===== src/rtl/sr595_serial_tx.sv =====
// Serializer feeding a 74HC595 chain: valid/ready word in, SHCP/DS shifting, STCP latch, OE gating.
// Optional PWM dimming of OE is enabled with `define SR595_DIM_EN (adds i_duty[3:0]).
module sr595_serial_tx #(
  parameter int unsigned DW        = 16,
  parameter int unsigned DIV       = 4,
  parameter int unsigned MSB_FIRST = 1
) (
  input  logic          clk,
  input  logic          rst_n,
  input  logic [DW-1:0] i_data,
  input  logic          i_valid,
`ifdef SR595_DIM_EN
  input  logic [3:0]    i_duty,
`endif
  output logic          o_ready,
  output logic          o_busy,
  output logic          o_stcp,
  output logic          o_shcp,
  output logic          o_ds,
  output logic          o_oe
);

  localparam int unsigned DIV_W = $clog2(DIV + 1);
  localparam int unsigned BIT_W = $clog2(DW + 1);

  typedef enum logic [1:0] {
    ST_IDLE  = 2'd0,
    ST_SH_LO = 2'd1,
    ST_SH_HI = 2'd2,
    ST_LATCH = 2'd3
  } state_e;

  state_e           state_q, state_d;
  logic [DW-1:0]    shift_q, shift_d;
  logic [BIT_W-1:0] bit_q, bit_d;
  logic [DIV_W-1:0] div_q, div_d;
  logic             latched_q, latched_d;
  logic             ready_q, ready_d;
  logic             busy_q, busy_d;
  logic             stcp_q, stcp_d;
  logic             shcp_q, shcp_d;
  logic             ds_q, ds_d;
  logic             oe_q, oe_d;
  logic             div_last;
  logic             cur_bit;
  logic [DW-1:0]    shift_adv;
`ifdef SR595_DIM_EN
  logic [3:0]       pwm_q, pwm_d;
`endif

  // Next-state and registered-output computation.
  always_comb begin
    state_d   = state_q;
    shift_d   = shift_q;
    bit_d     = bit_q;
    div_d     = div_q;
    latched_d = latched_q;
    div_last  = (div_q == DIV_W'(DIV - 1));
    shift_adv = (MSB_FIRST != 0) ? {shift_q[DW-2:0], 1'b0} : {1'b0, shift_q[DW-1:1]};

    case (state_q)
      ST_IDLE: begin
        if (i_valid && ready_q) begin
          shift_d = i_data;
          bit_d   = '0;
          div_d   = '0;
          state_d = ST_SH_LO;
        end
      end
      ST_SH_LO: begin
        if (div_last) begin
          div_d   = '0;
          state_d = ST_SH_HI;
        end else begin
          div_d = div_q + DIV_W'(1);
        end
      end
      ST_SH_HI: begin
        if (div_last) begin
          div_d = '0;
          if (bit_q == BIT_W'(DW - 1)) begin
            state_d = ST_LATCH;
          end else begin
            bit_d   = bit_q + BIT_W'(1);
            shift_d = shift_adv;
            state_d = ST_SH_LO;
          end
        end else begin
          div_d = div_q + DIV_W'(1);
        end
      end
      ST_LATCH: begin
        if (div_last) begin
          div_d     = '0;
          bit_d     = '0;
          latched_d = 1'b1;
          state_d   = ST_IDLE;
        end else begin
          div_d = div_q + DIV_W'(1);
        end
      end
      default: state_d = ST_IDLE;
    endcase

    // Pins are derived from the next state so every output is a flop.
    cur_bit = (MSB_FIRST != 0) ? shift_d[DW-1] : shift_d[0];
    ready_d = (state_d == ST_IDLE);
    busy_d  = ~ready_d;
    shcp_d  = (state_d == ST_SH_HI);
    stcp_d  = (state_d == ST_LATCH);
    ds_d    = ((state_d == ST_SH_LO) || (state_d == ST_SH_HI)) && cur_bit;
`ifdef SR595_DIM_EN
    pwm_d   = pwm_q + 4'd1;
    oe_d    = latched_d ? ~(pwm_q < i_duty) : 1'b1;
`else
    oe_d    = ~latched_d;
`endif
  end

  always_ff @(posedge clk or negedge rst_n) begin
    if (!rst_n) begin
      state_q   <= ST_IDLE;
      shift_q   <= '0;
      bit_q     <= '0;
      div_q     <= '0;
      latched_q <= 1'b0;
      ready_q   <= 1'b1;
      busy_q    <= 1'b0;
      stcp_q    <= 1'b0;
      shcp_q    <= 1'b0;
      ds_q      <= 1'b0;
      oe_q      <= 1'b1;
`ifdef SR595_DIM_EN
      pwm_q     <= 4'd0;
`endif
    end else begin
      state_q   <= state_d;
      shift_q   <= shift_d;
      bit_q     <= bit_d;
      div_q     <= div_d;
      latched_q <= latched_d;
      ready_q   <= ready_d;
      busy_q    <= busy_d;
      stcp_q    <= stcp_d;
      shcp_q    <= shcp_d;
      ds_q      <= ds_d;
      oe_q      <= oe_d;
`ifdef SR595_DIM_EN
      pwm_q     <= pwm_d;
`endif
    end
  end

  assign o_ready = ready_q;
  assign o_busy  = busy_q;
  assign o_stcp  = stcp_q;
  assign o_shcp  = shcp_q;
  assign o_ds    = ds_q;
  assign o_oe    = oe_q;

endmodule

===== config.mk =====
export PLATFORM = sky130hd
export DESIGN_NAME = sr595_serial_tx
export DESIGN_NICKNAME = d
export VERILOG_FILES = /design/src/rtl/sr595_serial_tx.sv
export SDC_FILE = /design/constraint.sdc
export NUM_CORES = 1
export LEC_CHECK = 0
export BUFFER_PORTS_ARGS = -buffer_cell sky130_fd_sc_hd__buf_4
export CORE_ASPECT_RATIO = 2
export CORE_MARGIN = 5
export CORE_UTILIZATION = 55
export CTS_CLUSTER_DIAMETER = 40
export DETAILED_ROUTE_END_ITERATION = 8
export MAX_ROUTING_LAYER = met4
export PLACE_DENSITY_LB_ADDON = 0.15
export SLEW_MARGIN = 20
export SYNTH_ARGS = -nofsm -noshare
export SYNTH_HDL_FRONTEND = slang
export SYNTH_SLANG_ARGS = --single-unit

===== constraint.sdc =====
create_clock -name clk -period 2.5 [get_ports clk]
set_input_delay 0.5 -clock clk [delete_from_list [all_inputs] [get_ports clk]]
set_output_delay 0.5 -clock clk [all_outputs]
set_load 0.005 [all_outputs]

# After elaboration in Yosys (flattened, before gate mapping)

Index checks and enable logic that the tools add are counted.

Bits in registers: 33
Output and inout port bits: 6
Word-level logic and storage cells: 58

Add/sub/neg operators: 2
Equality and inequality tests: 12
Mux-type cells: 20
Bitwise gates (word level): 2
Reduce and logical (&&, ||, !) cells: 10

Operators by type and width:

| kind                                                                  | number |
|---|---|
| 16-bit two-way mux                                                    | 3 |
| 16-bit case mux with 2 select lines                                   | 1 |
| 5-bit two-way mux                                                     | 4 |
| 5-bit case mux with 3 select lines                                    | 1 |
| 2-bit two-way mux                                                     | 5 |
| 2-bit equality test, second input constant                            | 4 |
| 2-bit inequality test, second input constant                          | 4 |
| 2-bit case mux with 4 select lines                                    | 1 |
| 3-bit two-way mux                                                     | 2 |
| 3-bit case mux with 2 select lines                                    | 1 |
| 5-bit by 1-bit adder with 5-bit output, second input constant         | 1 |
| 5-bit by 4-bit equality test with 1-bit output, second input constant | 1 |
| 5-bit AND reduction                                                   | 1 |
| 2-bit by 1-bit equality test with 1-bit output, second input constant | 2 |
| 2-bit logical NOT                                                     | 2 |
| 4-bit AND reduction                                                   | 1 |
| 3-bit by 1-bit adder with 3-bit output, second input constant         | 1 |
| 3-bit by 2-bit equality test with 1-bit output, second input constant | 1 |
| 3-bit nonzero test                                                    | 1 |
| 3-bit OR reduction                                                    | 1 |
| 1-bit logical AND                                                     | 2 |
| 1-bit two-way mux                                                     | 2 |
| 1-bit NOT                                                             | 2 |
| 2-bit nonzero test                                                    | 1 |
| 1-bit logical OR                                                      | 1 |

# Depth between registers and ports, before layout

Word-level depth: 7
Mapped depth: 8

# Worst setup path before layout

Ideal clock, no wire load.

Kind: flip-flop to flip-flop
Start: register bit_q[0]
End: register shift_q[10]
Setup time: 0.130 ns
Data arrival time: 1.774 ns
Data required time: 2.370 ns
Setup slack: 0.595 ns
Cell stages (with the launch flop): 8
Buffers on the path: 1
Cells stage by stage: dfrtp_1 > ha_1 > and3_1 > ha_1 > nand2b_1 > a221oi_4 > clkbuf_2 > o21ai_0

Word-level cells in the longest chain between the ends: 3

RTL lines:

| what                                           | line | RTL |
|---|---|---|
| start: declaration                             | 35   | `logic [BIT_W-1:0] bit_q, bit_d;` |
| start signal: assignment                       | 139  | `bit_q <= bit_d;` |
| 5-bit by 4-bit equality test with 1-bit output | 81   | `if (bit_q == BIT_W'(DW - 1)) begin` |
| 2-bit inequality test (no source line)         | --   |  |
| 4-bit AND reduction (no source line)           | --   |  |
| end signal: assignment                         | 138  | `shift_q <= shift_d;` |
| end: declaration                               | 34   | `logic [DW-1:0] shift_q, shift_d;` |

No other way between the ends.
A chain may end at the register's enable or synchronous reset.

# Final worst setup path

Start: register bit_q[0]
End: register shift_q[14]

The elaborated chain is that of the path after synthesis.

==> flow_summary.json <==
{
  "drc": 0,
  "finalCritPeriodShare": 0.869,
  "hp-class": "in -> async",
  "path_max_fanout": 16,
  "fmax_ghz": 0.460,
  "cts_root_buf": "clkbuf_8",
  "max_slew_margin": 0.595,
  "multiInputGateArea_um2": 657,
  "status": "finished clean",
  "ys_warn_count": 0,
  "drt-initial-drc-count": 41,
  "fin_setup_tns_ns": 0,
  "path_clk_slew_ns": 0.07,
  "ios": 25,
  "synth_enable_flop_cells": 0,
  "max_cap_violations": 0,
  "cts_tree": "done",
  "netlist_area_mm2": 0.00160,
  "rows": 27,
  "grt_max_degree": 34,
  "cts_buffers": 5,
  "drive_above_1_share": 0.214,
  "power_leakage_nw": 0.916,
  "track_usage": 0.196,
  "initial_core_util": 0.578,
  "max_slew.worst_pin.slew_ns": 0.607,
  "die_x_um": 48.2,
  "synthFlopType": "dfrtp_1",
  "layout_commonest_cell": "dfrtp_1",
  "grt_first_pass_wirelength_um": 5690,
  "syn_inst": 154,
  "regArea_um2": 828,
  "netlist_top_cells_area": "dfrtp_1 48%, a22oi_1 6.6%, ha_1 6.3%",
  "syn_nets": 181,
  "cts_resized": 0,
  "ctsHoldBuffers": 0,
  "maxSlewViolCount": 0,
  "synth_seq_area_share": 0.517,
  "antenna_found_initial": 0,
  "worstPathArrival_ns": 2.30,
  "fillers": 225,
  "fp.dieH_um": 86.3,
  "p_per_area_mw_per_mm2": 1070,
  "grt_overflow_total": 0,
  "viasPerCell": 5.74,
  "num_vias": 1212,
  "place_congestion": 0.930,
  "end_kind": "flip-flop",
  "yosys.cell_types.count": 36,
  "first_pass_iters": 4,
  "clock_latency_ns": 0.29,
  "avgSynthCellArea_um2": 10.4,
  "final_cell_mix": "31 x dfrtp_1, 26 x buf_4, 21 x inv_1",
  "diodes": 0,
  "fin_area_mm2": 0.00190,
  "cts.path.max_buffers": 2,
  "reg2reg_from": "bit_q[0]",
  "area.growth.synth_to_final_pct": 18.4,
  "htreeDepth": 2,
  "clock-sinks": 33,
  "core-area_mm2": 0.00277,
  "rsz0062_at_grt": "no",
  "required_ns": 2.63,
  "nets": 208,
  "drt-total-wl_um": 3210,
  "finalSetupViolCount": 0,
  "hpwl_um": 2370,
  "period_minus_slack_ns": 2.17,
  "crit_type": "reg -> reg",
  "place_area_mm2": 0.00180,
  "synth-seq-cells": 33,
  "reg2reg_slack_ns": 0.33,
  "finalHoldViolCount": 0,
  "rr_endpoint": "shift_q[14]",
  "ir_drop_v": 0.000734,
  "portBuffers": 24,
  "synth_top_cell_area_share": 0.484,
  "wl_per_cell_um": 15.2,
  "fp.dieArea_mm2": 0.00416,
  "ant_nets": 0,
  "cts_setup_buffers": 0,
  "yosysTopAreaCell": "dfrtp_1",
  "grt_pass1_vias": 1283,
  "startpoint_type": "flip-flop",
  "async_reset_ff_frac": 1.00,
  "rr_worst_depth": 6,
  "skew_ns": 0.0111
}
## area by class of cell
class	instances	area share
inverter	21	0.0416
tap	29	0.0191
clock inverter	1	0.00264
sequential	33	0.437
multi-input combinational	94	0.346
timing repair buffer	26	0.103
clock buffer	7	0.0508
## where the power goes
part	switching [W]	internal, W	total (W)	leakage (nW)
clock	0.000192	0.000249	0.000441	0.0542
sequential	0.000144	0.000754	0.000898	0.421
combinational	0.000388	0.000308	0.000696	0.440
## metrics by stage
step	setup WS, ns	util	instances	power, W	hold slack [ns]
finish	0.328	0.685	211	0.00204	0.136
global route	0.167	0.685	211	0.00221	0.169
CTS	0.318	0.685	211	0.00206	0.152
detailed placement	0.302	0.648	203	0.00162	0.463
global placement	0.454	0.648	203	0.00157	0.460
floorplan	0.595	-	154	0.00137	0.204
## cells by family (layout without fill, tap and decap cells)
family | Yosys count | count (layout) | share of synthesized area
AO/OA/AOI/OAI | 49 | 49 | 0.207
AND/OR/NAND/NOR | 36 | 36 | 0.134
flip-flops | 33 | 33 | 0.517
buffers and inverters | 27 | 55 | 0.0727
adder cells (fa/ha/maj) | 8 | 8 | 0.0625
multiplexers | 1 | 1 | 0.00625
## metal layers
layer | global-route usage | routed length (µm)
met5 | - | 0
met1 | 0.222 | 1210
met4 | 0.0956 | 112
met2 | 0.308 | 1780
met3 | 0.0437 | 111
## state kept, by name, indices dropped and copies added, names as in the netlist
signal / count
shift_q: 16
o_stcp: 1
latched_q: 1
o_busy: 1
o_oe: 1
bit_q: 5
o_ds: 1
div_q: 3
o_ready: 1
state_q: 2
o_shcp: 1
## how the worst max path moves through the flow
stage                     startpoint           to  slack (ns)
after floorplan             bit_q[0]  shift_q[10]        0.60
after global placement      bit_q[0]  shift_q[14]        0.45
after detailed placement    bit_q[0]  shift_q[13]        0.30
after CTS                   bit_q[0]  shift_q[14]        0.32
after global routing        bit_q[0]  shift_q[14]        0.17
final                       bit_q[0]  shift_q[14]        0.33
## Yosys cell counts (all sizes together) (2+ instances only)
library cell,count
inv,21
dfrtp,31
buf,5
nand2b,4
nor2b,4
o21ai,21
nand2,8
nand3,4
nor2,7
a21oi,4
dfstp,2
a22oi,14
ha,8
## critical path, cell delays in order, from the launching register on
cell and delay, ns:
dfrtp_1 0.42, ha_1 0.24, and3_1 0.22, ha_1 0.21
nand2b_1 0.18, a221oi_4 0.56, o21ai_0 0.18
No activity file was read; power rests on OpenSTA's default activity.
